## config.mk

```make
export PLATFORM = sky130hd
export DESIGN_NAME = pb_cnt_multi
export DESIGN_NICKNAME = d
export VERILOG_FILES = /design/src/rtl/pb_cnt_multi.sv
export SDC_FILE = /design/constraint.sdc
export NUM_CORES = 1
export LEC_CHECK = 0
export CORE_MARGIN = 10
export CORE_UTILIZATION = 45
export CTS_BUF_LIST = sky130_fd_sc_hd__clkbuf_4 sky130_fd_sc_hd__clkbuf_8
export DETAILED_ROUTE_END_ITERATION = 10
export PLACE_DENSITY = 0.68
export SLEW_MARGIN = 15
export SYNTH_ARGS = -nofsm -noshare
export SYNTH_HDL_FRONTEND = slang
export SYNTH_SLANG_ARGS = --single-unit
```

## constraint.sdc

```tcl
create_clock -name clk -period 2.9 [get_ports clk]
set_input_delay 0.58 -clock clk [delete_from_list [all_inputs] [get_ports clk]]
set_output_delay 0.58 -clock clk [all_outputs]
set_load 0.1 [all_outputs]
```

## src/rtl/pb_cnt_multi.sv

```systemverilog
// rtl/pb_cnt_multi.sv - N-channel debounced pushbutton press counter
// Optional auto-repeat on long hold is enabled by defining PB_CNT_AUTO_REPEAT_EN.
module pb_cnt_multi #(
  parameter int N         = 4,
  parameter int CNT_W     = 4,
  parameter int DB_CYCLES = 500000,
  parameter int DB_W      = 20,
  parameter int RPT_DLY   = 25000000,
  parameter int RPT_PER   = 5000000
) (
  input  logic               clk,
  input  logic               rst,
  input  logic [N-1:0]       pb,
  input  logic [N-1:0]       clr,
  input  logic               dir,
  input  logic               sat,
  output logic [N-1:0]       press,
  output logic [N-1:0]       level,
  output logic [N*CNT_W-1:0] cnt_out
);

  localparam logic [DB_W-1:0] DB_LAST = DB_W'(DB_CYCLES - 1);

`ifdef PB_CNT_AUTO_REPEAT_EN
  localparam int RPT_MAX = (RPT_DLY > RPT_PER) ? RPT_DLY : RPT_PER;
  localparam int RPT_W   = $clog2(RPT_MAX) + 1;
  localparam logic [RPT_W-1:0] RPT_DLY_LAST = RPT_W'(RPT_DLY - 1);
  localparam logic [RPT_W-1:0] RPT_PER_LAST = RPT_W'(RPT_PER - 1);
`else
  localparam int unused_rpt_cfg = RPT_DLY + RPT_PER;
`endif

  for (genvar i = 0; i < N; i++) begin : g_ch
    logic             s1;
    logic             s2;
    logic             lvl;
    logic             prs;
    logic [DB_W-1:0]  db_cnt;
    logic [CNT_W-1:0] cnt;
    logic [CNT_W-1:0] cnt_nxt;
    logic             settle;
    logic             rise;
    logic             hit;

    // settle: s2 has disagreed with level for DB_CYCLES consecutive edges
    assign settle = (s2 != lvl) && (db_cnt == DB_LAST);
    assign rise   = settle && s2;

    always_ff @(posedge clk) begin
      if (!rst) begin
        s1     <= 1'b0;
        s2     <= 1'b0;
        db_cnt <= '0;
        lvl    <= 1'b0;
      end else begin
        s1 <= pb[i];
        s2 <= s1;
        if (s2 == lvl) begin
          db_cnt <= '0;
        end else if (settle) begin
          lvl    <= s2;
          db_cnt <= '0;
        end else begin
          db_cnt <= db_cnt + DB_W'(1);
        end
      end
    end

`ifdef PB_CNT_AUTO_REPEAT_EN
    logic             fall;
    logic [RPT_W-1:0] rpt_cnt;
    logic             rpt_run;
    logic             rpt_fire;

    // rpt_run selects the repeat period once the initial hold delay has elapsed
    assign fall     = settle && !s2;
    assign rpt_fire = lvl && !fall &&
                      (rpt_cnt == (rpt_run ? RPT_PER_LAST : RPT_DLY_LAST));

    always_ff @(posedge clk) begin
      if (!rst || !lvl || clr[i]) begin
        rpt_cnt <= '0;
        rpt_run <= 1'b0;
      end else if (rpt_fire) begin
        rpt_cnt <= '0;
        rpt_run <= 1'b1;
      end else begin
        rpt_cnt <= rpt_cnt + RPT_W'(1);
      end
    end

    assign hit = rise || rpt_fire;
`else
    assign hit = rise;
`endif

    always_comb begin
      cnt_nxt = cnt;
      if (clr[i]) begin
        cnt_nxt = '0;
      end else if (hit) begin
        if (!dir) begin
          if (!(sat && (cnt == '1))) cnt_nxt = cnt + CNT_W'(1);
        end else begin
          if (!(sat && (cnt == '0))) cnt_nxt = cnt - CNT_W'(1);
        end
      end
    end

    always_ff @(posedge clk) begin
      if (!rst) begin
        prs <= 1'b0;
        cnt <= '0;
      end else begin
        prs <= hit;
        cnt <= cnt_nxt;
      end
    end

    assign press[i]                   = prs;
    assign level[i]                   = lvl;
    assign cnt_out[i*CNT_W +: CNT_W] = cnt;
  end

endmodule
```

After elaboration in Yosys (flattened, before gate mapping)
Cells that the tools add are included.
{"block": "word_totals", "reg_bits": 112, "inputBits": 12, "word_cells": 113}
{"block": "op_classes", "addsub": 12, "n_eq_ne": 24, "mux": 12, "bitwise_logic": 5, "n_reduce_logical": 36}
{"op": "20-bit by 1-bit adder with 20-bit output, second input constant", "count": 4}
{"op": "20-bit by 19-bit == test with 1-bit output, second input constant", "count": 4}
{"op": "4-bit 2-to-1 mux", "count": 12}
{"op": "4-bit by 1-bit adder with 4-bit output, second input constant", "count": 4}
{"op": "4-bit == test, second input constant", "count": 4}
{"op": "1-bit logical AND", "count": 16}
{"op": "4-bit zero test", "count": 4}
{"op": "2-bit != test, second input constant", "count": 8}
{"op": "4-bit by 1-bit subtractor with 4-bit output, second input constant", "count": 4}
{"op": "3-bit AND reduction", "count": 4}
{"op": "3-bit OR reduction", "count": 4}
{"op": "2-bit AND reduction", "count": 4}
{"op": "2-bit OR reduction", "count": 4}
{"op": "1-bit inverter", "count": 5}
{"op": "1-bit == test", "count": 4}
{"op": "1-bit != test", "count": 4}

Depth between registers and ports, before layout
Gate-level depths: netlist of the first run.
{"block": "depth", "ltp_word": 4, "ltp_mapped": 8, "depth_no_buf": 6}

Worst setup path before layout of the first run
OpenSTA, ideal clock, no wires.
{"block": "synth_path", "path_kind": "reg2reg", "start": "register g_ch[3].cnt[0]", "end": "register g_ch[3].cnt[1]", "setup_ns": 0.086, "arrival_ns": 2.282, "t_required_ns": 2.814, "path_slack_ns": 0.532, "path_stages_with_launch": 6, "cell_sequence": "dfxtp_1 > or4_1 > mux2i_1 > a2111oi_0 > nor2_1 > a211oi_1"}
{"block": "synth_via", "elab_chain_cells": 4, "word_cells_on_any_way": 12, "cone_classes": "add/sub: 2; eq/ne: 3; mux: 3; reduce/logical: 4"}
{"element": "start, declared", "line": "39", "text": "logic [CNT_W-1:0] cnt;"}
{"element": "start signal, assigned", "line": "116", "text": "cnt <= cnt_nxt;"}
{"element": "branches (longest 4 deep; another with 4-bit by 1-bit adder with 4-bit output)"}
Parallel ways; which one is timed is not known. The select of a mux whose other input is x is not followed.
A chain may end at the register's enable or synchronous reset.

Worst setup path in the final report of the first run
{"block": "layout_path", "start": "input port dir", "end": "register g_ch[3].cnt[3]"}
{"block": "layout_via", "elab_chain_cells": 2, "word_cells_on_any_way": 4, "cone_classes": "eq/ne: 2; mux: 1; reduce/logical: 1"}
{"element": "start, declared", "line": "15", "text": "input logic dir,"}
{"element": "2-bit != test (no line)"}
{"element": "3-bit AND reduction (no line)"}
Several ways; a longest one is shown, not always the timed one.

==> impl_metrics.ini, run 1 <==
[status]
status = finished, final reports clean

[routing]
ant_nets = 0
via_per_inst = 5.21
dr.pass1.iters = 4
vias = 3999
drc_errors = 0
wl_per_cell_um = 13.4
routed_wirelength_um = 10300
first_iter_violations = 276

[die]
rows = 39
die-height_um = 127
die_x_um = 127
core_mm2 = 0.0113
ioPinCount = 36
die-area_mm2 = 0.0161
start_util_pct = 45.5

[sta]
slew_headroom_pct = 49.1
min_period_over_period_pct = 79.9
holdWs_ps = 442
setup_viol = 0
finalHoldViolations = 0
finalSetupTns_ps = 0
maxSlewViolCount = 0
skew_ps = 5.52
tightest_slew_ps = 761
max_freq_ghz = 0.432
rsz0062_at_grt = no
fin_crit_ps = 2320
layout_setup_ws_ps = 584

[placement]
preCtsSetupSlack_ps = 178
place.gp.congestion = 0.773
io_buffers = 35
placed_cells = 752
post-dp-hpwl_um = 7630

[grt]
antenna_found_initial = 0
grt_pass1_wl_um = 17600
overflow = 0
grt_usage_pct = 12.8
grt_max_degree = 21
grt_pass1_vias = 3843

[finish]
syn2layout_area_growth_pct = 12.0
drive_above_1_share_pct = 8.01
fillers = 1086
register_area_mm2 = 0.00224
antennaDiodeCount = 0
finalNetCount = 648
multi_input_area_mm2 = 0.00271
final_cells = 767

[worst_setup_path]
cp.required_ps = 3210
arrival_ps = 2630
ff2ff_path_depth = 6
r2r_end = g_ch[1].cnt[3]
regToRegSetupSlack_ps = 640
r2r-start = g_ch[1].db_cnt[0]
critical_path_class = input pin to flop
worstSetupEndpointType = flop
crit_fanout = 12
critPathLaunchType = input pin

[yosys]
ys_seq_area_share_pct = 43.5
syn-cell-area_mm2 = 0.00515
yosys_warnings = 0
synth_fp_nets = 614
synthFlopType = dfxtp_1
async_flop_share_pct = 0
synth_seq_cells = 112
syn_inst = 586
ys_types = 40
synth_edf_count = 0
postSynthAreaPerCell_um2 = 8.79

[hold_path]
min_to = g_ch[0].db_cnt[0]
hold_class = flop to flop
hold_depth = 1
hold_start = g_ch[0].db_cnt[0]

[clock_tree]
numClockSinks = 112
htree_levels = 3
clockBufferDepth = 2
root_buffer = clkbuf_8
cts_setup_buffers = 0
clk_pin_slew_worst_paths_ps = 90
holdBufCountCts = 0
clk_latency_ps = 370
cts_tree = yes
numCtsBuffers = 9
ctsResizeCount = 0

[power_and_ir_drop]
p_per_area_mw_per_mm2 = 444
peakVddDrop_mv = 0.267
p_leak_nw = 1.93
total_power_w = 0.00256

[flow_run]
drv_cap = 0
==> worst max-delay path, stage by stage <==
cell and delay, ps:
clkdlybuf4s50_1 770, buf_4 210, mux2i_1 90, a2111o_1 470
or3_1 380, a21oi_1 140
==> routing by layer <==
layer	up-vias	share of wire (%)	track usage, %
met2	36	50	22.1
met4	0	1.2	4.49
met5	-	0	0
li1	2053	-	-
met1	1900	45	14.7
met3	10	3.9	3.89
==> worst max path at each step <==
| stage | from | end | slack (ps) |
|---|---|---|---|
| finish | dir | g_ch[3].cnt[3] | 580 |
| floorplan | g_ch[3].cnt[0] | g_ch[3].cnt[1] | 530 |
| CTS | dir | g_ch[3].cnt[3] | 580 |
| global route | dir | g_ch[3].cnt[3] | 470 |
| global placement | dir | g_ch[0].cnt[3] | 240 |
| detailed placement | dir | g_ch[3].cnt[3] | 180 |
==> synth_stat cells (3+ instances only) <==
| cell | instances | area share, % |
|---|---|---|
| and2_1 | 11 | 1.3 |
| mux2i_1 | 5 | 0.97 |
| nor3_1 | 17 | 1.7 |
| nand3_1 | 29 | 2.8 |
| a21o_1 | 4 | 0.58 |
| nor4_1 | 8 | 0.97 |
| xnor2_1 | 55 | 9.4 |
| ha_1 | 12 | 2.9 |
| xor2_1 | 31 | 5.3 |
| and3_1 | 8 | 0.97 |
| nand4_1 | 20 | 2.4 |
| nand2_1 | 38 | 2.8 |
| clkbuf_1 | 11 | 0.80 |
| or3_1 | 6 | 0.73 |
| buf_4 | 8 | 1.2 |
| fa_1 | 4 | 1.6 |
| nor3b_1 | 4 | 0.58 |
| inv_1 | 23 | 1.7 |
| nor2_1 | 109 | 7.9 |
| dfxtp_1 | 112 | 44 |
| a211oi_1 | 4 | 0.58 |
| nand2b_1 | 7 | 0.85 |
| or4_1 | 3 | 0.44 |
| o21ai_0 | 6 | 0.58 |
| a21oi_1 | 16 | 1.6 |
| and4_1 | 14 | 2.4 |
| nor4b_1 | 5 | 0.85 |
==> cell families after synthesis <==
group           share of synthesized area, %
fa+ha+maj                               4.47
flops                                   43.5
xor+xnor                                14.6
buf+inv                                 3.79
mux                                    0.972
simple gates                            28.0
compound gates                          4.59
==> placed cells by master, fill, tap and decap left out, types with 6 or more instances in the layout <==
cell,n
nor3_1,17
and3_1,8
xnor2_1,55
ha_1,12
clkbuf_8,10
and4_1,14
nand3_1,29
nor2_1,109
nand2b_1,7
buf_4,31
o21ai_0,6
a21oi_1,16
xor2_1,31
nand2_1,38
dfxtp_1,112
nor4_1,8
inv_1,23
and2_1,11
clkdlybuf4s50_1,11
nand4_1,20
or3_1,6
==> layout make-up <==
type	count	area share, %
inverters	25	1.63
well taps	143	3.10
multi-input cells	430	47.1
repair buffers	42	5.94
flip-flops and latches	112	38.9
clock inverters	3	0.738
clock buffers	12	2.65
==> power breakdown <==
part | internal [W] | switching [W]
clock | 0.000437 | 0.000497
sequential | 0.00154 | 0.00000474
combinational | 0.0000347 | 0.0000409
total | 0.00202 | 0.000543
==> state kept, by name, indices dropped and copies added, names as in the netlist <==
name	flops
g_ch.lvl	4
g_ch.s1	4
g_ch.db_cnt	80
g_ch.cnt	16
g_ch.prs	4
g_ch.s2	4
==> per-stage QoR <==
step	util, %	instance area (um^2)
6_report	50.9	5770
3_3_place_gp	49.2	5570
5_1_grt	50.9	5770
4_1_cts	50.9	5770
3_5_place_dp	49.2	5570
2_1_floorplan	-	5150
Note: power is estimated with default switching activity, not from simulation.
==> run 2, diff against run 1 <==
- PLACE_DENSITY: 0.68 -> 0.7
- clock period: 2.9 -> 2.1 ns (I/O delays scaled with it)
==> impl_metrics.ini, run 2 (synthesized netlist as in run 1, its figures left out) <==
[grt]
grt_pass1_wl_um = 18000
antenna_found_initial = 0
grt_usage_pct = 13.1
overflow = 0
grt_max_degree = 21
grt_pass1_vias = 3926

[finish]
fillers = 1054
reg_top3 = g_ch.db_cnt: 80 flops, g_ch.cnt: 16 flops
top_register = g_ch.db_cnt
final_common_cell = nor2_1
mostFrequentLayoutCells = 109 x nor2_1, 98 x dfxtp_1, 55 x xnor2_1, 52 x buf_4, 38 x nand2_1
finalNetCount = 671
syn2layout_area_growth_pct = 18.3
largest_register_ffs = 80
antennaDiodeCount = 0
final_area_mm2 = 0.00609
drive_above_1_share_pct = 14.2
final_cells = 791

[worst_setup_path]
critPathLaunchType = flop
arrival_ps = 2350
slowest_delay_ps = 540
path_buf_inv = 0
critPathTopFamily = simple AND/OR/NAND/NOR gates
critical_path_class = flop to flop
path_depth = 6
cp.required_ps = 2400
slowest_stage = or4_4
ff2ff_path_depth = 6
crit_fanout = 2
worstSetupEndpointType = flop
path_cells = ha_4 -> nand4_4 -> or3_4 -> or4_4 -> or3_1 -> a21oi_1

[clock_tree]
htree_levels = 3
clockBufferDepth = 2
cts_tree = yes
holdBufCountCts = 0
numCtsBuffers = 9
root_buffer = clkbuf_8
numClockSinks = 112
clk_pin_slew_worst_paths_ps = 100
clk_latency_ps = 380

[routing]
vias = 4154
via_per_inst = 5.25
routed_wirelength_um = 10500
first_iter_violations = 274
ant_nets = 0
drc_errors = 0
dr.pass1.iters = 4
wl_per_cell_um = 13.3

[die]
core_mm2 = 0.0113
die-height_um = 127
die_x_um = 127
rows = 39
start_util_pct = 45.5
die-area_mm2 = 0.0161
ioPinCount = 36

[hold_path]
hold_class = flop to flop
hold_depth = 1

[sta]
min_period_over_period_pct = 97.7
slew_headroom_pct = 68.6
maxSlewViolCount = 0
setup_viol = 0
tightest_slew_ps = 467
skew_ps = 10.0
max_freq_ghz = 0.487
fin_crit_ps = 2050
rsz0062_at_grt = yes
finalHoldViolations = 0

[power_and_ir_drop]
p_leak_nw = 2.10
peakVddDrop_mv = 0.305
p_per_area_mw_per_mm2 = 642

[status]
status = finished, final reports clean

[flow_run]
drv_cap = 0

[placement]
io_buffers = 35
place.gp.congestion = 0.800
place_area_mm2 = 0.00579
post-dp-hpwl_um = 7620
placed_cells = 773
## run 2: changes by cell type in the layout (fill, tap and decap cells not counted), moves of 2 or more
| cell | previous run | this run |
|---|---|---|
| buf_12 | 0 | 2 |
| dfxtp_1 | 112 | 98 |
| buf_4 | 31 | 52 |
| bufinv_16 | 1 | 4 |
| clkbuf_4 | 2 | 0 |
| dfxtp_2 | 0 | 14 |
## run 2: through the flow
| step | utilization (%) | hold WS [ps] | power (W) | TNS (ps) | setup WS [ps] |
|---|---|---|---|---|---|
| 3_5_place_dp | 51.1 | 425 | 0.00231 | -1270 | -220 |
| 6_report | 53.8 | 443 | 0.00391 | 0 | 47.7 |
| 2_1_floorplan | - | 412 | 0.00224 | 0 | 8.66 |
| 5_1_grt | 53.8 | 476 | 0.00404 | -26.9 | -26.9 |
| 3_3_place_gp | 51.1 | 418 | 0.00231 | -961 | -202 |
| 4_1_cts | 53.6 | 451 | 0.00396 | 0 | 0.449 |
## run 2: worst paths after layout
path,startpoint,slack [ps],endpoint
worst max register to register,g_ch[1].db_cnt[1],50,g_ch[1].cnt[3]
worst min-delay path,g_ch[0].s1,440,g_ch[0].s2
worst min register to register,g_ch[0].s1,440,g_ch[0].s2
worst max-delay path,g_ch[1].db_cnt[1],50,g_ch[1].cnt[3]
## run 2: cell type report
class / count / area [um^2] / area share (%)
Inverter: 25 / 93.8 / 1.54
Multi-Input combinational cell: 430 / 2760 / 45.2
Clock inverter: 7 / 143 / 2.34
Tap cell: 143 / 179 / 2.94
Timing Repair Buffer: 65 / 541 / 8.87
Sequential cell: 112 / 2260 / 37.1
Clock buffer: 9 / 124 / 2.03
## run 2: report_power, final
group	internal, W	leakage (nW)	switching [W]
Sequential	0.00213	0.911	0.00000642
Clock	0.000917	0.134	0.000732
Combinational	0.0000615	1.06	0.0000636
Total	0.00311	2.10	0.000802
## run 2: repair_timing
| action | 4_1_cts | 5_1_grt |
|---|---|---|
| pin swaps | 1 | 3 |
| endpoints found under the setup margin | 1 | 6 |
| resized for setup | 3 | 4 |
| buffers inserted | 1 | 1 |
## run 2: layer usage
| layer | share of wire, % | global-route usage (%) | vias up |
|---|---|---|---|
| met4 | 1.9 | 5.76 | 0 |
| met3 | 4.2 | 2.44 | 14 |
| met2 | 44 | 20.4 | 67 |
| met5 | 0 | 0 | - |
| li1 | - | - | 2097 |
| met1 | 50 | 17.3 | 1976 |
==> run 3, diff against run 2 <==
- CTS_CLUSTER_SIZE: default -> 14
- SETUP_SLACK_MARGIN: default -> 0.5
==> impl_metrics.ini, run 3 (synthesized netlist as in run 1, its figures left out) <==
[sta]
rsz0062_at_grt = yes
finalSetupTns_ps = 0
maxSlewViolCount = 0
finalHoldViolations = 0
slew_headroom_pct = 73.7
skew_ps = 13.0
fin_crit_ps = 2020
layout_setup_ws_ps = 80.3
setup_viol = 0
max_freq_ghz = 0.495
tightest_slew_ps = 394
min_period_over_period_pct = 96.2

[worst_setup_path]
path_cells = ha_4 -> nand4_4 -> or3_4 -> or4_4 -> or3_1 -> a21oi_1
cp.required_ps = 2390
slowest_delay_ps = 490
arrival_ps = 2310
regToRegSetupSlack_ps = 80
critical_path_class = flop to flop
r2r-start = g_ch[1].db_cnt[0]
critPathLaunchType = flop
r2r_end = g_ch[1].cnt[3]
slowest_stage = or4_4
worstSetupEndpointType = flop
crit_fanout = 3
setup.worst_path.start = g_ch[1].db_cnt[0]
ff2ff_path_depth = 6

[routing]
via_per_inst = 5.24
routed_wirelength_um = 11900
ant_nets = 0
drc_errors = 0
dr.pass1.iters = 4
wl_per_cell_um = 14.5
first_iter_violations = 266
vias = 4295

[die]
rows = 39
ioPinCount = 36
core_mm2 = 0.0113
die_x_um = 127
die-area_mm2 = 0.0161
die-height_um = 127
start_util_pct = 45.5

[status]
status = finished, final reports clean

[finish]
multi_input_area_mm2 = 0.00315
final_cells = 820
largest_register_ffs = 80
mostFrequentLayoutCells = 105 x nor2_1, 73 x buf_4, 62 x dfxtp_1, 55 x xnor2_1, 36 x dfxtp_2
finalNetCount = 701
register_area_mm2 = 0.00234
drive_above_1_share_pct = 31.6
antennaDiodeCount = 0
top_register = g_ch.db_cnt
reg_top3 = g_ch.db_cnt: 80 flops, g_ch.cnt: 16 flops
fillers = 973
syn2layout_area_growth_pct = 30.5
final_common_cell = nor2_1

[flow_run]
drv_cap = 0

[clock_tree]
clk_latency_ps = 370
numCtsBuffers = 9
cts_tree = yes
htree_levels = 3
clockBufferDepth = 2
clk_pin_slew_worst_paths_ps = 110
root_buffer = clkbuf_8
numClockSinks = 112

[hold_path]
hold_depth = 1
hold_class = flop to flop
min_to = g_ch[0].db_cnt[0]
hold_start = g_ch[0].db_cnt[0]

[grt]
grt_max_degree = 21
grt_pass1_vias = 4171
grt_usage_pct = 14.0
antenna_found_initial = 0
overflow = 0
grt_pass1_wl_um = 19100

[placement]
placed_cells = 768
preCtsSetupSlack_ps = -233
post-dp-hpwl_um = 7920
io_buffers = 35
place.gp.congestion = 0.800

[power_and_ir_drop]
peakVddDrop_mv = 0.471
p_per_area_mw_per_mm2 = 507
p_leak_nw = 2.30
total_power_w = 0.00341
==> run 3: cell count changes in the layout (fill, tap and decap cells not counted), sizes merged, moves of 2 or more <==
cell and delta:
inv -2, bufinv -4, buf +28, clkinvlp +2, clkinv +3
==> run 3: through the flow <==
step | utilization, % | cell area (um^2) | hold WS, ps
after detailed placement | 51.4 | 5820 | 419
after global placement | 51.4 | 5820 | 415
after floorplan | - | 5290 | 404
after global routing | 59.4 | 6720 | 451
after CTS | 56.7 | 6420 | 449
final | 59.4 | 6720 | 441
==> run 3: area by class of cell <==
cell class | instances | area share [%]
clock buffers | 9 | 1.84
clock inverters | 6 | 0.558
inverters | 25 | 1.51
multi-input cells | 432 | 46.9
flip-flops and latches | 112 | 34.8
well taps | 143 | 2.66
repair buffers | 93 | 11.7
==> run 3: metal layers <==
metal  share of wire (%)  wire (um)  global-route usage (%)  vias up
met3                 3.5        414                    3.80       11
met5                   0          0                       0        -
met4                0.80         95                    3.95        0
met1                  43       5120                    16.1     2068
li1                    -          -                       -     2157
met2                  53       6230                    24.7       59
==> run 3: worst max-delay path by stage <==
stage / end / depth (start not counted)
global route: g_ch[1].cnt[3] / 6
CTS: g_ch[1].cnt[3] / 6
global placement: g_ch[0].cnt[3] / 8
floorplan: g_ch[1].cnt[3] / 6
finish: g_ch[1].cnt[3] / 6
detailed placement: g_ch[0].cnt[3] / 8
==> run 3: critical path: cells and delay by family, from the launching register on <==
kind / cells / cell delay, ps
adder cells (fa/ha/maj): 1 / 150
flip-flops: 1 / 360
AO/OA/AOI/OAI: 1 / 130
AND/OR/NAND/NOR: 4 / 1310
==> run 3: timing repair <==
| action | 4_1_cts | 5_1_grt |
|---|---|---|
| gates cloned | 2 | 1 |
| setup endpoints to repair | 78 | 96 |
| resized for setup | 57 | 59 |
| hold buffers | 0 | 0 |
| setup buffers | 24 | 10 |
| pin swaps | 20 | 33 |
==> run 3: report_power, final <==
part	leakage, nW	total [W]	internal, W	switching, W
logic	1.27	0.000158	0.0000809	0.0000768
registers	0.933	0.00212	0.00211	0.00000745
clock network	0.0886	0.00113	0.000422	0.000706
total	2.30	0.00341	0.00262	0.000790
